===== src/rtl/wfg_stim_sine_ctrl_pkg.sv =====
// wfg_stim_sine_ctrl_pkg: shared states, modes and default widths for the sine sequencing controller
package wfg_stim_sine_ctrl_pkg;
  localparam int CNT_W_DEF = 16;
  localparam int DATA_W_DEF = 18;
  localparam logic MODE_CONT = 1'b0;
  localparam logic MODE_BURST = 1'b1;
  typedef enum logic [2:0] {ST_IDLE, ST_WAIT_TICK, ST_REQ, ST_HOLD, ST_DRAIN} wfg_stim_sine_ctrl_states_t;
endpackage


===== src/rtl/wfg_stim_sine_ctrl_if.sv =====
// wfg_stim_sine_ctrl_if: AXI-Stream sample link from the controller to the downstream driver stage
interface wfg_stim_sine_ctrl_if import wfg_stim_sine_ctrl_pkg::*; #(parameter int DATA_W = DATA_W_DEF);
  logic stim_tvalid_o;
  logic stim_tready_i;
  logic [DATA_W-1:0] stim_tdata_o;
  modport master(output stim_tvalid_o, stim_tdata_o, input stim_tready_i);
  modport slave(input stim_tvalid_o, stim_tdata_o, output stim_tready_i);
endinterface


===== src/rtl/wfg_stim_sine_ctrl_timer.sv =====
// wfg_stim_sine_ctrl_timer: reloadable sample-rate divider with one-deep pending tick and sticky late flag
module wfg_stim_sine_ctrl_timer #(parameter int CNT_W = 16) (
  input  logic             clk,
  input  logic             rst,
  input  logic             i_reload,
  input  logic             i_clear,
  input  logic             i_exposed,
  input  logic             i_consume,
  input  logic [CNT_W-1:0] i_clkdiv,
  output logic             o_tick,
  output logic             o_pend,
  output logic             o_late
);
  logic [CNT_W-1:0] r_cnt;
  logic r_pend, r_late;
  assign o_tick = r_cnt == '0;
  assign o_pend = r_pend;
  assign o_late = r_late;
  // down-counter; the divisor is re-read on every reload so mid-run changes land at the next tick
  always_ff @(posedge clk)
    if (rst) r_cnt <= '0;
    else r_cnt <= (i_reload | o_tick) ? i_clkdiv : r_cnt - 1'b1;
  // a tick landing while a sample is still in flight is remembered once and flagged as late
  always_ff @(posedge clk)
    if (rst | i_reload) begin
      r_pend <= 1'b0;
      r_late <= 1'b0;
    end else begin
      r_pend <= (i_clear | i_consume) ? 1'b0 : (o_tick & i_exposed) ? 1'b1 : r_pend;
      r_late <= r_late | (o_tick & i_exposed);
    end
endmodule


===== src/rtl/wfg_stim_sine_ctrl.sv =====
// wfg_stim_sine_ctrl: paces sine core requests, captures results into an AXI-Stream register, tracks run status
module wfg_stim_sine_ctrl import wfg_stim_sine_ctrl_pkg::*; #(
  parameter int CNT_W = CNT_W_DEF,
  parameter int DATA_W = DATA_W_DEF
) (
  input  logic              clk,
  input  logic              rst,
  input  logic              cfg_en_i,
  input  logic              cfg_start_i,
  input  logic              cfg_stop_i,
  input  logic              cfg_mode_i,
  input  logic [CNT_W-1:0]  cfg_burst_len_i,
  input  logic [CNT_W-1:0]  cfg_clkdiv_i,
  output logic              sine_en_o,
  output logic              sine_tready_o,
  input  logic              sine_tvalid_i,
  input  logic [DATA_W-1:0] sine_tdata_i,
  wfg_stim_sine_ctrl_if.master stim,
  output logic              busy_o,
  output logic              done_o,
  output logic              late_o,
  output logic [CNT_W-1:0]  sample_cnt_o
);
  wfg_stim_sine_ctrl_states_t r_state, w_next;
  logic r_mode, r_sine_en, r_tvalid, r_done, r_stop_hold;
  logic [CNT_W-1:0] r_len, r_cnt, w_cnt_nxt;
  logic [DATA_W-1:0] r_data;
  logic w_stop, w_halt, w_start, w_zero_burst, w_reload, w_accept, w_last, w_capture, w_done;
  logic w_tick, w_pend, w_late;
  assign w_stop = cfg_stop_i | ~cfg_en_i;
  assign w_halt = w_stop | r_stop_hold;
  assign w_start = cfg_start_i & ~w_stop;
  assign w_zero_burst = cfg_mode_i == MODE_BURST && cfg_burst_len_i == '0;
  assign w_reload = r_state == ST_IDLE && w_start && !w_zero_burst;
  assign w_accept = r_state == ST_HOLD && stim.stim_tready_i;
  assign w_cnt_nxt = r_cnt + 1'b1;
  assign w_last = r_mode == MODE_BURST && w_cnt_nxt == r_len;
  assign w_capture = r_state == ST_REQ && sine_tvalid_i && !w_stop;
  assign sine_en_o = r_sine_en;
  assign sine_tready_o = r_state == ST_REQ || r_state == ST_DRAIN;
  assign stim.stim_tvalid_o = r_tvalid;
  assign stim.stim_tdata_o = r_data;
  assign busy_o = r_state != ST_IDLE;
  assign done_o = r_done;
  assign late_o = w_late;
  assign sample_cnt_o = r_cnt;
  wfg_stim_sine_ctrl_timer #(.CNT_W(CNT_W)) u_timer (
    .clk      (clk),
    .rst      (rst),
    .i_reload (w_reload),
    .i_clear  (r_state == ST_IDLE),
    .i_exposed(r_state == ST_REQ || r_state == ST_HOLD),
    .i_consume(w_accept && w_next == ST_REQ),
    .i_clkdiv (cfg_clkdiv_i),
    .o_tick   (w_tick),
    .o_pend   (w_pend),
    .o_late   (w_late)
  );
  // state register
  always_ff @(posedge clk) r_state <= rst ? ST_IDLE : w_next;
  // next state; a stop seen in REQ still waits for the core result so the core stays phase-aligned
  always_comb begin
    w_next = r_state;
    w_done = 1'b0;
    case (r_state)
      ST_IDLE: begin
        w_next = w_reload ? ST_REQ : ST_IDLE;
        w_done = w_start && w_zero_burst;
      end
      ST_WAIT_TICK: w_next = w_stop ? ST_IDLE : w_tick ? ST_REQ : ST_WAIT_TICK;
      ST_REQ: w_next = sine_tvalid_i ? (w_stop ? ST_IDLE : ST_HOLD) : (w_stop ? ST_DRAIN : ST_REQ);
      ST_HOLD: begin
        w_next = !w_accept ? ST_HOLD : (w_halt || w_last) ? ST_IDLE : (w_pend || w_tick) ? ST_REQ : ST_WAIT_TICK;
        w_done = w_accept && !w_halt && w_last;
      end
      ST_DRAIN: w_next = sine_tvalid_i ? ST_IDLE : ST_DRAIN;
      default: w_next = ST_IDLE;
    endcase
  end
  // run configuration, sample counter, output stream register and request/done pulses
  always_ff @(posedge clk)
    if (rst) begin
      r_mode <= MODE_CONT;
      r_len <= '0;
      r_cnt <= '0;
      r_data <= '0;
      r_tvalid <= 1'b0;
      r_sine_en <= 1'b0;
      r_done <= 1'b0;
      r_stop_hold <= 1'b0;
    end else begin
      r_sine_en <= w_next == ST_REQ && r_state != ST_REQ;
      r_done <= w_done;
      r_stop_hold <= r_state == ST_HOLD && !w_accept && w_halt;
      r_mode <= w_reload ? cfg_mode_i : r_mode;
      r_len <= w_reload ? cfg_burst_len_i : r_len;
      r_cnt <= w_reload ? '0 : w_accept ? w_cnt_nxt : r_cnt;
      r_data <= w_capture ? sine_tdata_i : r_data;
      r_tvalid <= w_capture ? 1'b1 : w_accept ? 1'b0 : r_tvalid;
    end
endmodule


===== src/flat_wrapper.sv =====
// flat-port wrapper written by rule: the top's interface ports become plain ports
module wfg_stim_sine_ctrl_flat import wfg_stim_sine_ctrl_pkg::*;
#(
  parameter int CNT_W = CNT_W_DEF,
  parameter int DATA_W = DATA_W_DEF
)
  (clk, rst, cfg_en_i, cfg_start_i, cfg_stop_i, cfg_mode_i, cfg_burst_len_i, cfg_clkdiv_i, sine_en_o, sine_tready_o, sine_tvalid_i, sine_tdata_i, busy_o, done_o, late_o, sample_cnt_o, stim_stim_tvalid_o, stim_stim_tdata_o, stim_stim_tready_i);
  wfg_stim_sine_ctrl_if #(.DATA_W(DATA_W)) stim_i ();
  input  logic clk;
  input  logic rst;
  input  logic cfg_en_i;
  input  logic cfg_start_i;
  input  logic cfg_stop_i;
  input  logic cfg_mode_i;
  input  logic [CNT_W-1:0] cfg_burst_len_i;
  input  logic [CNT_W-1:0] cfg_clkdiv_i;
  output logic sine_en_o;
  output logic sine_tready_o;
  input  logic sine_tvalid_i;
  input  logic [DATA_W-1:0] sine_tdata_i;
  output logic busy_o;
  output logic done_o;
  output logic late_o;
  output logic [CNT_W-1:0] sample_cnt_o;
  output wire logic [$bits(stim_i.stim_tvalid_o)-1:0] stim_stim_tvalid_o;
  output wire logic [$bits(stim_i.stim_tdata_o)-1:0] stim_stim_tdata_o;
  input wire logic [$bits(stim_i.stim_tready_i)-1:0] stim_stim_tready_i;
  assign stim_stim_tvalid_o = stim_i.stim_tvalid_o;
  assign stim_stim_tdata_o = stim_i.stim_tdata_o;
  assign stim_i.stim_tready_i = stim_stim_tready_i;
  wfg_stim_sine_ctrl #(.CNT_W(CNT_W), .DATA_W(DATA_W)) u_core (.clk(clk), .rst(rst), .cfg_en_i(cfg_en_i), .cfg_start_i(cfg_start_i), .cfg_stop_i(cfg_stop_i), .cfg_mode_i(cfg_mode_i), .cfg_burst_len_i(cfg_burst_len_i), .cfg_clkdiv_i(cfg_clkdiv_i), .sine_en_o(sine_en_o), .sine_tready_o(sine_tready_o), .sine_tvalid_i(sine_tvalid_i), .sine_tdata_i(sine_tdata_i), .stim(stim_i), .busy_o(busy_o), .done_o(done_o), .late_o(late_o), .sample_cnt_o(sample_cnt_o));
endmodule

===== config.mk =====
export PLATFORM = sky130hd
export DESIGN_NAME = wfg_stim_sine_ctrl_flat
export DESIGN_NICKNAME = d
export VERILOG_FILES = /design/src/rtl/wfg_stim_sine_ctrl_pkg.sv /design/src/rtl/wfg_stim_sine_ctrl_if.sv /design/src/rtl/wfg_stim_sine_ctrl_timer.sv /design/src/rtl/wfg_stim_sine_ctrl.sv /design/src/flat_wrapper.sv
export SDC_FILE = /design/constraint.sdc
export NUM_CORES = 1
export LEC_CHECK = 0
export CAP_MARGIN = 20
export CORE_AREA = 4 4 128 106
export DETAILED_ROUTE_END_ITERATION = 10
export DIE_AREA = 0 0 132 110
export DONT_BUFFER_PORTS = 1
export GPL_TIMING_DRIVEN = 0
export SYNTH_ARGS = -nofsm -noshare
export SYNTH_HDL_FRONTEND = slang
export SYNTH_HIERARCHICAL = 1
export SYNTH_SLANG_ARGS = --single-unit

===== constraint.sdc =====
create_clock -name clk -period 3.2 [get_ports clk]
set_input_delay 0.48 -clock clk [delete_from_list [all_inputs] [get_ports clk]]
set_output_delay 0.48 -clock clk [all_outputs]
set_load 0.05 [all_outputs]

==> results of run 1 <==
-- synth_stat cells, types with 8 or more instances --
| cell type | instances |
|---|---|
| clkbuf_1 | 12 |
| nor3_1 | 8 |
| dfxtp_1 | 76 |
| a21oi_1 | 41 |
| xnor2_1 | 20 |
| mux2i_1 | 15 |
| nand3_1 | 12 |
| nor4_1 | 10 |
| inv_1 | 10 |
| nand2_1 | 61 |
| xor2_1 | 26 |
| nor2_1 | 50 |
| nand4_1 | 12 |
-- power breakdown --
part / switching (mW) / internal [mW] / total, mW
logic: 0.369 / 0.306 / 0.675
clock network: 0.382 / 0.700 / 1.08
registers: 0.137 / 1.05 / 1.18
-- metal layers --
layer  global-route usage, %  up-vias  wire length (µm)
li1                        -     1603                 -
met2                    22.9      114              4560
met3                    7.67       18              1180
met1                    17.4     1521              4620
met4                    6.45        0               245
met5                       0        -                 0
-- logic make-up after synthesis --
logic type / count (synthesis) / share of synthesized area, %
muxes: 15 / 3.88
adders and majority gates: 2 / 0.647
AOI/OAI and AO/OA: 79 / 13.8
DFF: 76 / 39.4
buffers and inverters: 36 / 4.76
and+or+nand+nor: 199 / 27.2
xor gates and xnor gates: 46 / 10.4
-- per-stage QoR --
stage | cell area [µm²] | utilization, %
2_1_floorplan | 3870 | -
3_3_place_gp | 4060 | 33.5
3_5_place_dp | 4060 | 33.5
4_1_cts | 4380 | 36.2
5_1_grt | 4430 | 36.5
6_report | 4430 | 36.5
-- layout make-up --
| class | count | area [µm²] |
|---|---|---|
| buffer | 23 | 134 |
| clock buffer | 11 | 243 |
| clock inverter | 4 | 73.8 |
| fill | 1222 | 7690 |
| inverter | 11 | 42.5 |
| multi-input combinational | 341 | 2190 |
| sequential | 76 | 1540 |
| tap | 152 | 190 |
| timing repair buffer | 1 | 7.51 |
-- critical path: cells and delay by family (launching register included) --
family | cells | cell delay, ns
and+or+nand+nor | 5 | 1.19
buffers and inverters | 1 | 0.23
xor gates and xnor gates | 1 | 0.12
DFF | 1 | 0.49
adders and majority gates | 1 | 0.29
AOI/OAI and AO/OA | 3 | 0.61
-- final timing paths --
kind                                             start                     to  slack (ns)  cells after the start
worst max-delay path            u_core/sample_cnt_o[0]  u_core/u_timer/o_pend        0.20                     11
worst min register to register         u_core/r_len[8]        u_core/r_len[8]        0.48                      2
worst min-delay path                     sine_tvalid_i      u_core/r_state[2]        0.21                      1
worst max register to register  u_core/sample_cnt_o[0]  u_core/u_timer/o_pend        0.20                     11
-- flip-flops by register name, summed over array words and instances (netlist names), 3 cells and up --
register	count
u_core/r_len	16
u_core/u_timer/r_cnt	16
u_core/stim.stim_tdata_o	18
u_core/r_state	3
u_core/sample_cnt_o	16
-- repair_timing --
action / in CTS / in global routing
setup buffers: 0 / 1
gates cloned: 0 / 0
endpoints found under the setup margin: 10 / 10
pin swaps: 0 / 1
resized for setup: 4 / 15
==> impl_metrics.toml, run 1 <==
[run_status]
status = "finished, final reports clean"

[cts]
root_buffer = "clkbuf_16"
tritoncts = "done"
holdBufCountCts = 0
cts.sinks = 76
clk_pin_slew_ns = 0.06
clock_latency_ns = 0.34
htree_levels = 3
clock_path_buffers = 2
cts_made_buffers = 9

[cells_and_area]
num_antenna_cells = 0
layout_common_cells = "dfxtp_1 (66), nand2_1 (61), nor2_1 (50), a21oi_1 (41), xor2_1 (26)"
drive_above_1_share_pct = 13.9
final_common_cell = "dfxtp_1"
fin_nets = 523
syn_to_final_growth_pct = 14.5
final-instance-count-excl-fill = 619

[worst_setup_path]
cp-end-kind = "flip-flop"
crit_slowest_cell = "dfxtp_4"
path_common_cell = "nor2_1"
path_cells = "ha_2 -> nand4_1 -> buf_4 -> nor4_1 -> xnor2_1 -> a21oi_1 -> o2111ai_2 -> a31oi_2 -> nor2_1 -> or4_1 -> nor2_1"
crit_path_start_kind = "flip-flop"
cpPeakStageDelay_ns = 0.49
critical_path_class = "flip-flop to flip-flop"
required_ns = 3.47
worstPathArrival_ns = 3.27
critPathMaxFanout = 7

[logic_synthesis]
syn-num-nets = 513
synth_top_area_share_pct = 39.4
ys_warn_count = 6
ys_top_cells_by_area = "dfxtp_1 (39%), nand2_1 (5.9%), xor2_1 (5.9%)"
synthArstFlopShare_pct = 0
synth-edff-count = 0
ys_seq_elements = 76
yosysSeqAreaShare_pct = 39.4
avgSynthCellArea_um2 = 8.53
postSynthCellCount = 453
synth_top_cell_by_area = "dfxtp_1"
synth-main-ff-cell = "dfxtp_1"
synth_cell_types = 65
syn_area_mm2 = 0.00387

[floorplan]
dieArea_mm2 = 0.0145
start_util_pct = 31.9
rows = 36
core_area_mm2 = 0.0121
pin_count = 98
die_w_um = 132
die_h_um = 110

[timing]
slew_headroom_pct = 53.0
finalCriticalPeriod_ns = 3.00
clock_skew_ns = 0.00770
finalSetupTns_ns = 0
rsz0062_at_grt = "false"
worst_pin_slew_ns = 0.703
period_share_pct = 93.7
holdWs_ns = 0.211
maxSlewViolCount = 0
max_freq_ghz = 0.334
worst_slack_ns = 0.202
hold_viol = 0
setup_viol = 0

[grt]
track_usage_pct = 14.8
gr-total-overflow = 0
grt_pass1_vias = 3344
antenna_found_initial = 0
grt_pass1_wl_um = 16900
grt_max_degree = 13

[route]
routed_wirelength_um = 10600
viasPerCell = 5.26
drt-wirelength-per-cell_um = 17.1
first_iter_violations = 121
postRouteAntennaNets = 0
drt-pass1-iter-count = 7
vias = 3256
drcViolationCount = 0

[placed_design]
io_buffers = 0
preCtsSetupSlack_ns = -0.232
gp_congestion = 0.875
dpl.hpwl_um = 7990
dp.cells = 605

[power]
p_per_area_mw_per_mm2 = 665
p_total_mw = 2.94
leakage_nw = 1.58
ir_drop_mv = 0.259

[hold_path]
min_path_type = "primary input to flip-flop"

[job]
max_cap_viol_count = 0
Power figures use the tool's default switching activity.
==> inputs of run 2 (changes only) <==
Settings changed: CORE_AREA 4 4 128 106 to 4 4 109 90, DIE_AREA 0 0 132 110 to 0 0 113 94.
==> run 2 against run 1 <==
Worst hold slack lost 0.018 ns. Utilization grew 12 points. Clock power shrank 22%. Critical path depth shrank 1. Die area shrank 27%. Via count shrank 0.95%. Clock skew grew 0.00082 ns. Sequential cell count is the same. Largest cell class unchanged. Largest power group unchanged.
==> impl_metrics.toml, run 2 (synthesized netlist as in run 1, its figures left out) <==
[grt]
grt_max_degree = 14
grt_pass1_vias = 3085
grt_pass1_wl_um = 15700
track_usage_pct = 18.5
antenna_found_initial = 0
gr-total-overflow = 0

[worst_setup_path]
critPathMaxFanout = 7
critical_path_class = "flip-flop to flip-flop"
r2r-end = "u_core/u_timer/o_pend"
worstPathArrival_ns = 3.25
worst-path-buf-inv = 0
path_cells = "ha_1 -> nand4_1 -> nor4b_1 -> o32ai_1 -> nor4_2 -> o2111ai_2 -> a31oi_1 -> nor2_1 -> or4_1 -> nor2_1"
path_common_cell = "nor2_1"
crit_slowest_cell = "dfxtp_4"
worst_r2r_path_depth = 10
reg2reg_from = "u_core/sample_cnt_o[0]"
crit_path_start_kind = "flip-flop"
required_ns = 3.49
cpPeakStageDelay_ns = 0.49
cp-end-kind = "flip-flop"
rrSetupSlack_ns = 0.23
cp.depth = 10
critical-path-top-delay-family = "simple AND/OR/NAND/NOR gates"

[power]
power_frac_comb_pct = 24.8
clock_power_share_pct = 31.2
swShare_pct = 32.5
seqPwrFrac_pct = 44.0
p_per_area_mw_per_mm2 = 630
internal_power_mw = 1.81
p_switching_mw = 0.875
leakage_nw = 1.54
p_total_mw = 2.69
ir_drop_mv = 0.473

[cts]
htree_levels = 3
clk_pin_slew_ns = 0.08
clock_latency_ns = 0.35
cts.sinks = 76
cts_made_buffers = 9
cts_setup_buffers = 0
root_buffer = "clkbuf_8"
clock_path_buffers = 2
tritoncts = "done"
holdBufCountCts = 0

[timing]
setup_viol = 0
hold_viol = 0
maxSlewViolCount = 0
finalCriticalPeriod_ns = 2.97
rsz0062_at_grt = "false"
worst_pin_slew_ns = 0.701
slew_headroom_pct = 53.2
finalSetupTns_ns = 0
max_freq_ghz = 0.337
clock_skew_ns = 0.00852
period_share_pct = 92.7

[route]
routed_wirelength_um = 9600
first_iter_violations = 121
drt-pass1-iter-count = 4
drcViolationCount = 0
viasPerCell = 5.53
drt-wirelength-per-cell_um = 16.5
postRouteAntennaNets = 0
vias = 3225

[floorplan]
die_h_um = 94
die_w_um = 113
core_area_mm2 = 0.00880
start_util_pct = 43.9
pin_count = 98
dieArea_mm2 = 0.0106
rows = 31

[run_status]
status = "finished, final reports clean"

[cells_and_area]
syn_to_final_growth_pct = 10.4
utilization_pct = 48.5
final_common_cell = "dfxtp_1"
fillCellCount = 876
largest_register_ffs = 18
drive_above_1_share_pct = 13.5
layout_common_cells = "dfxtp_1 (66), nand2_1 (61), nor2_1 (50), a21oi_1 (41), xor2_1 (26)"
num_antenna_cells = 0
final-instance-count-excl-fill = 583
fin_nets = 523

[placed_design]
dpl.hpwl_um = 7230
dp.cells = 568
gp_congestion = 0.811
io_buffers = 0

[hold_path]
min_from = "rst"
hold_end = "u_core/u_timer/r_cnt[3]"
hold_path_depth = 1
min_path_type = "primary input to flip-flop"

[job]
max_cap_viol_count = 0
run 2: per-layer routing:
layer / part of all wire [%] / vias up / global-route usage, %
met3: 11 / 6 / 8.44
met5: 0 / - / 0
met2: 40 / 102 / 25.3
met1: 48 / 1499 / 26.5
li1: - / 1618 / -
met4: 0.82 / 0 / 3.90
run 2: how the worst max path moves through the flow:
stage / startpoint / end / slack [ns]
CTS: u_core/sample_cnt_o[5] / u_core/u_timer/o_pend / 0.04
detailed placement: u_core/r_state[0] / u_core/u_timer/r_cnt[2] / -0.37
global route: u_core/sample_cnt_o[0] / u_core/u_timer/o_pend / 0.006
finish: u_core/sample_cnt_o[0] / u_core/u_timer/o_pend / 0.23
floorplan: u_core/sample_cnt_o[0] / u_core/u_timer/o_pend / 0.29
global placement: u_core/r_state[0] / u_core/u_timer/r_cnt[2] / -0.26
run 2: what timing repair did:
action	4_1_cts	5_1_grt
endpoints found under the hold margin	0	0
setup endpoints to repair	16	10
resized for setup	5	11
pin swaps	0	0
run 2: through the flow:
step	setup WS [ns]	hold WS (ns)	cell area, µm²
after detailed placement	-0.374	0.466	4010
after CTS	0.0413	0.174	4250
after global placement	-0.258	0.453	4010
after floorplan	0.290	0.437	3870
after global routing	0.00554	0.165	4270
final	0.233	0.193	4270
run 2: power by group through the flow:
| stage | Combinational [mW] | Clock (mW) | Sequential (mW) |
|---|---|---|---|
| final | 0.667 | 0.838 | 1.18 |
| after global routing | 0.750 | 0.902 | 1.20 |
| after CTS | 0.664 | 0.858 | 1.19 |
| after detailed placement | 0.658 | 0 | 1.21 |
| after global placement | 0.649 | 0 | 1.20 |
| after floorplan | 0.558 | 0 | 1.18 |
run 2: area by class of cell:
type | count | area [µm²] | share of cell area [%]
plain buffers | 24 | 138 | 3.23
clock buffers | 11 | 141 | 3.31
clock inverters | 5 | 85.1 | 1.99
inverters | 11 | 42.5 | 0.997
multi-input cells | 341 | 2180 | 51.0
flip-flops and latches | 76 | 1540 | 36.1
well taps | 115 | 144 | 3.37
==> inputs of run 3 (changes only) <==
Settings changed: ABC_AREA set to 1, CORE_AREA 4 4 109 90 to 4 4 113 94, DIE_AREA 0 0 113 94 to 0 0 117 98, GPL_ROUTABILITY_DRIVEN set to 0.
==> run 3 against run 2 <==
Setup slack gained 0.12 ns. Worst hold slack is essentially flat. Sequential cell count is the same. Count of clock-buffer cells in the layout shrank 2.
==> impl_metrics.toml, run 3 <==
[logic_synthesis]
ys_seq_elements = 76
synth-main-ff-cell = "dfxtp_1"
avgSynthCellArea_um2 = 6.46
syn_area_mm2 = 0.00420
synth-edff-count = 0
synth_top_area_share_pct = 36.3
synth_top_cell_by_area = "dfxtp_1"
synthArstFlopShare_pct = 0
ys_top_cells_by_area = "dfxtp_1 (36%), nand2_1 (14%), nor2_1 (12%)"
synth_most_common_cell = "nand2_1"
synth_cell_types = 37
syn-num-nets = 710
ys_warn_count = 6
ys_top_cells_by_count = "nand2_1 (153), nor2_1 (129), dfxtp_1 (76), inv_1 (70), o21ai_0 (47)"
postSynthCellCount = 650
yosysSeqAreaShare_pct = 36.3

[route]
postRouteAntennaNets = 0
routed_wirelength_um = 11400
first_iter_violations = 242
drt-pass1-iter-count = 5
vias = 4093
viasPerCell = 5.21
drcViolationCount = 0
drt-wirelength-per-cell_um = 14.5

[timing]
finalCriticalPeriod_ns = 2.84
worst_pin_slew_ns = 0.700
rsz0062_at_grt = "false"
maxSlewViolCount = 0
slew_headroom_pct = 53.3
setup_viol = 0
max_freq_ghz = 0.352
worst_slack_ns = 0.358
period_share_pct = 88.8
hold_viol = 0
clock_skew_ns = 0.00580
finalSetupTns_ns = 0

[cts]
cts_setup_buffers = 0
ctsResizeCount = 0
cts_made_buffers = 9
htree_levels = 3
clock_path_buffers = 2
tritoncts = "done"
holdBufCountCts = 0
root_buffer = "clkbuf_16"
clk_pin_slew_ns = 0.06
cts.sinks = 76
clock_latency_ns = 0.34

[hold_path]
min_path_type = "primary input to flip-flop"
hold_path_depth = 1
min_from = "rst"
hold_end = "u_core/u_timer/r_cnt[10]"

[worst_setup_path]
reg2reg_from = "u_core/sample_cnt_o[4]"
worst_r2r_path_depth = 15
r2r-end = "u_core/u_timer/o_pend"
worstPathArrival_ns = 3.12
crit_path_start_kind = "flip-flop"
rrSetupSlack_ns = 0.36
critPathMaxFanout = 7
cp-end-kind = "flip-flop"
critical_path_class = "flip-flop to flip-flop"
required_ns = 3.48

[grt]
gr-total-overflow = 0
antenna_found_initial = 0
grt_pass1_wl_um = 19000
track_usage_pct = 20.7
grt_max_degree = 17
grt_pass1_vias = 3815

[cells_and_area]
fin_nets = 721
layout_common_cells = "nand2_1 (153), nor2_1 (129), dfxtp_1 (74), inv_1 (70), o21ai_0 (47)"
syn_to_final_growth_pct = 10.5
drive_above_1_share_pct = 8.26
fin_area_mm2 = 0.00464
final_common_cell = "nand2_1"
num_antenna_cells = 0
largest_register_ffs = 18

[floorplan]
die_h_um = 98
core_area_mm2 = 0.00945
die_w_um = 117
rows = 32
start_util_pct = 44.4
dieArea_mm2 = 0.0115
pin_count = 98

[power]
ir_drop_mv = 0.347
p_per_area_mw_per_mm2 = 665
leakage_nw = 1.94

[job]
max_cap_viol_count = 0

[placed_design]
io_buffers = 0
place_area_mm2 = 0.00435
dpl.hpwl_um = 8860
preCtsSetupSlack_ns = 0.263

[run_status]
status = "finished, final reports clean"
run 3: changes by cell type after synthesis, sizes merged, moves of 16 or more:
cell,change
inv,+61
nand2,+99
nand3,+29
nor2,+89
o21ai,+44
xnor2,-16
xor2,-21
run 3: layer usage:
layer	GRT usage [%]	vias up	part of all wire [%]
met5	0	-	0
li1	-	2101	-
met2	31.2	134	44
met4	4.50	0	1.4
met3	8.49	15	8.1
met1	27.9	1843	47
run 3: critical path: stages (launching register included):
cell and delay (ns):
dfxtp_1 0.77, nand2_1 0.29, nor2_2 0.29, nand2_1 0.11
nand2_1 0.10, nor2_1 0.05, nor2_1 0.12, nand2_1 0.06
nor2_1 0.13, nand3_2 0.13, nand3_1 0.09, nand2_1 0.07
inv_1 0.06, nor2_1 0.03, or3_1 0.37, a21oi_1 0.11
run 3: kinds of logic after synthesis:
group	after synthesis	synth area share, %
simple gates	375	39.7
compound gates	98	12.3
flops	76	36.3
fa+ha+maj	2	0.596
xor+xnor	10	2.47
buf+inv	89	8.74
run 3: worst max-delay path by stage:
stage                            end  slack [ns]  cells after the start                   start
2_1_floorplan  u_core/u_timer/o_pend        0.61                     16  u_core/sample_cnt_o[0]
4_1_cts        u_core/u_timer/o_pend        0.25                     16  u_core/sample_cnt_o[0]
3_3_place_gp   u_core/u_timer/o_pend        0.28                     16  u_core/sample_cnt_o[0]
3_5_place_dp   u_core/u_timer/o_pend        0.26                     16  u_core/sample_cnt_o[0]
5_1_grt        u_core/u_timer/o_pend        0.04                     15  u_core/sample_cnt_o[4]
6_report       u_core/u_timer/o_pend        0.36                     15  u_core/sample_cnt_o[4]
run 3: layout make-up:
class | count | area, µm²
fillers | 1003 | 4810
multi-input cells | 485 | 2310
flip-flops and latches | 76 | 1520
inverters | 73 | 274
clock buffers | 9 | 225
well taps | 119 | 149
plain buffers | 16 | 92.6
clock inverters | 7 | 65.1
run 3: stage by stage:
stage	instances	hold slack (ns)	total power [mW]	util [%]
after detailed placement	769	0.461	2.10	46.0
after floorplan	650	0.440	1.93	-
after global placement	769	0.455	2.08	46.0
final	785	0.193	3.09	49.1
after CTS	785	0.178	3.11	49.1
after global routing	785	0.173	3.31	49.1
run 3: power breakdown:
part	leakage [nW]	switching (mW)	internal, mW
logic	1.18	0.610	0.330
registers	0.619	0.102	1.05
clock network	0.140	0.446	0.544
total	1.94	1.16	1.93
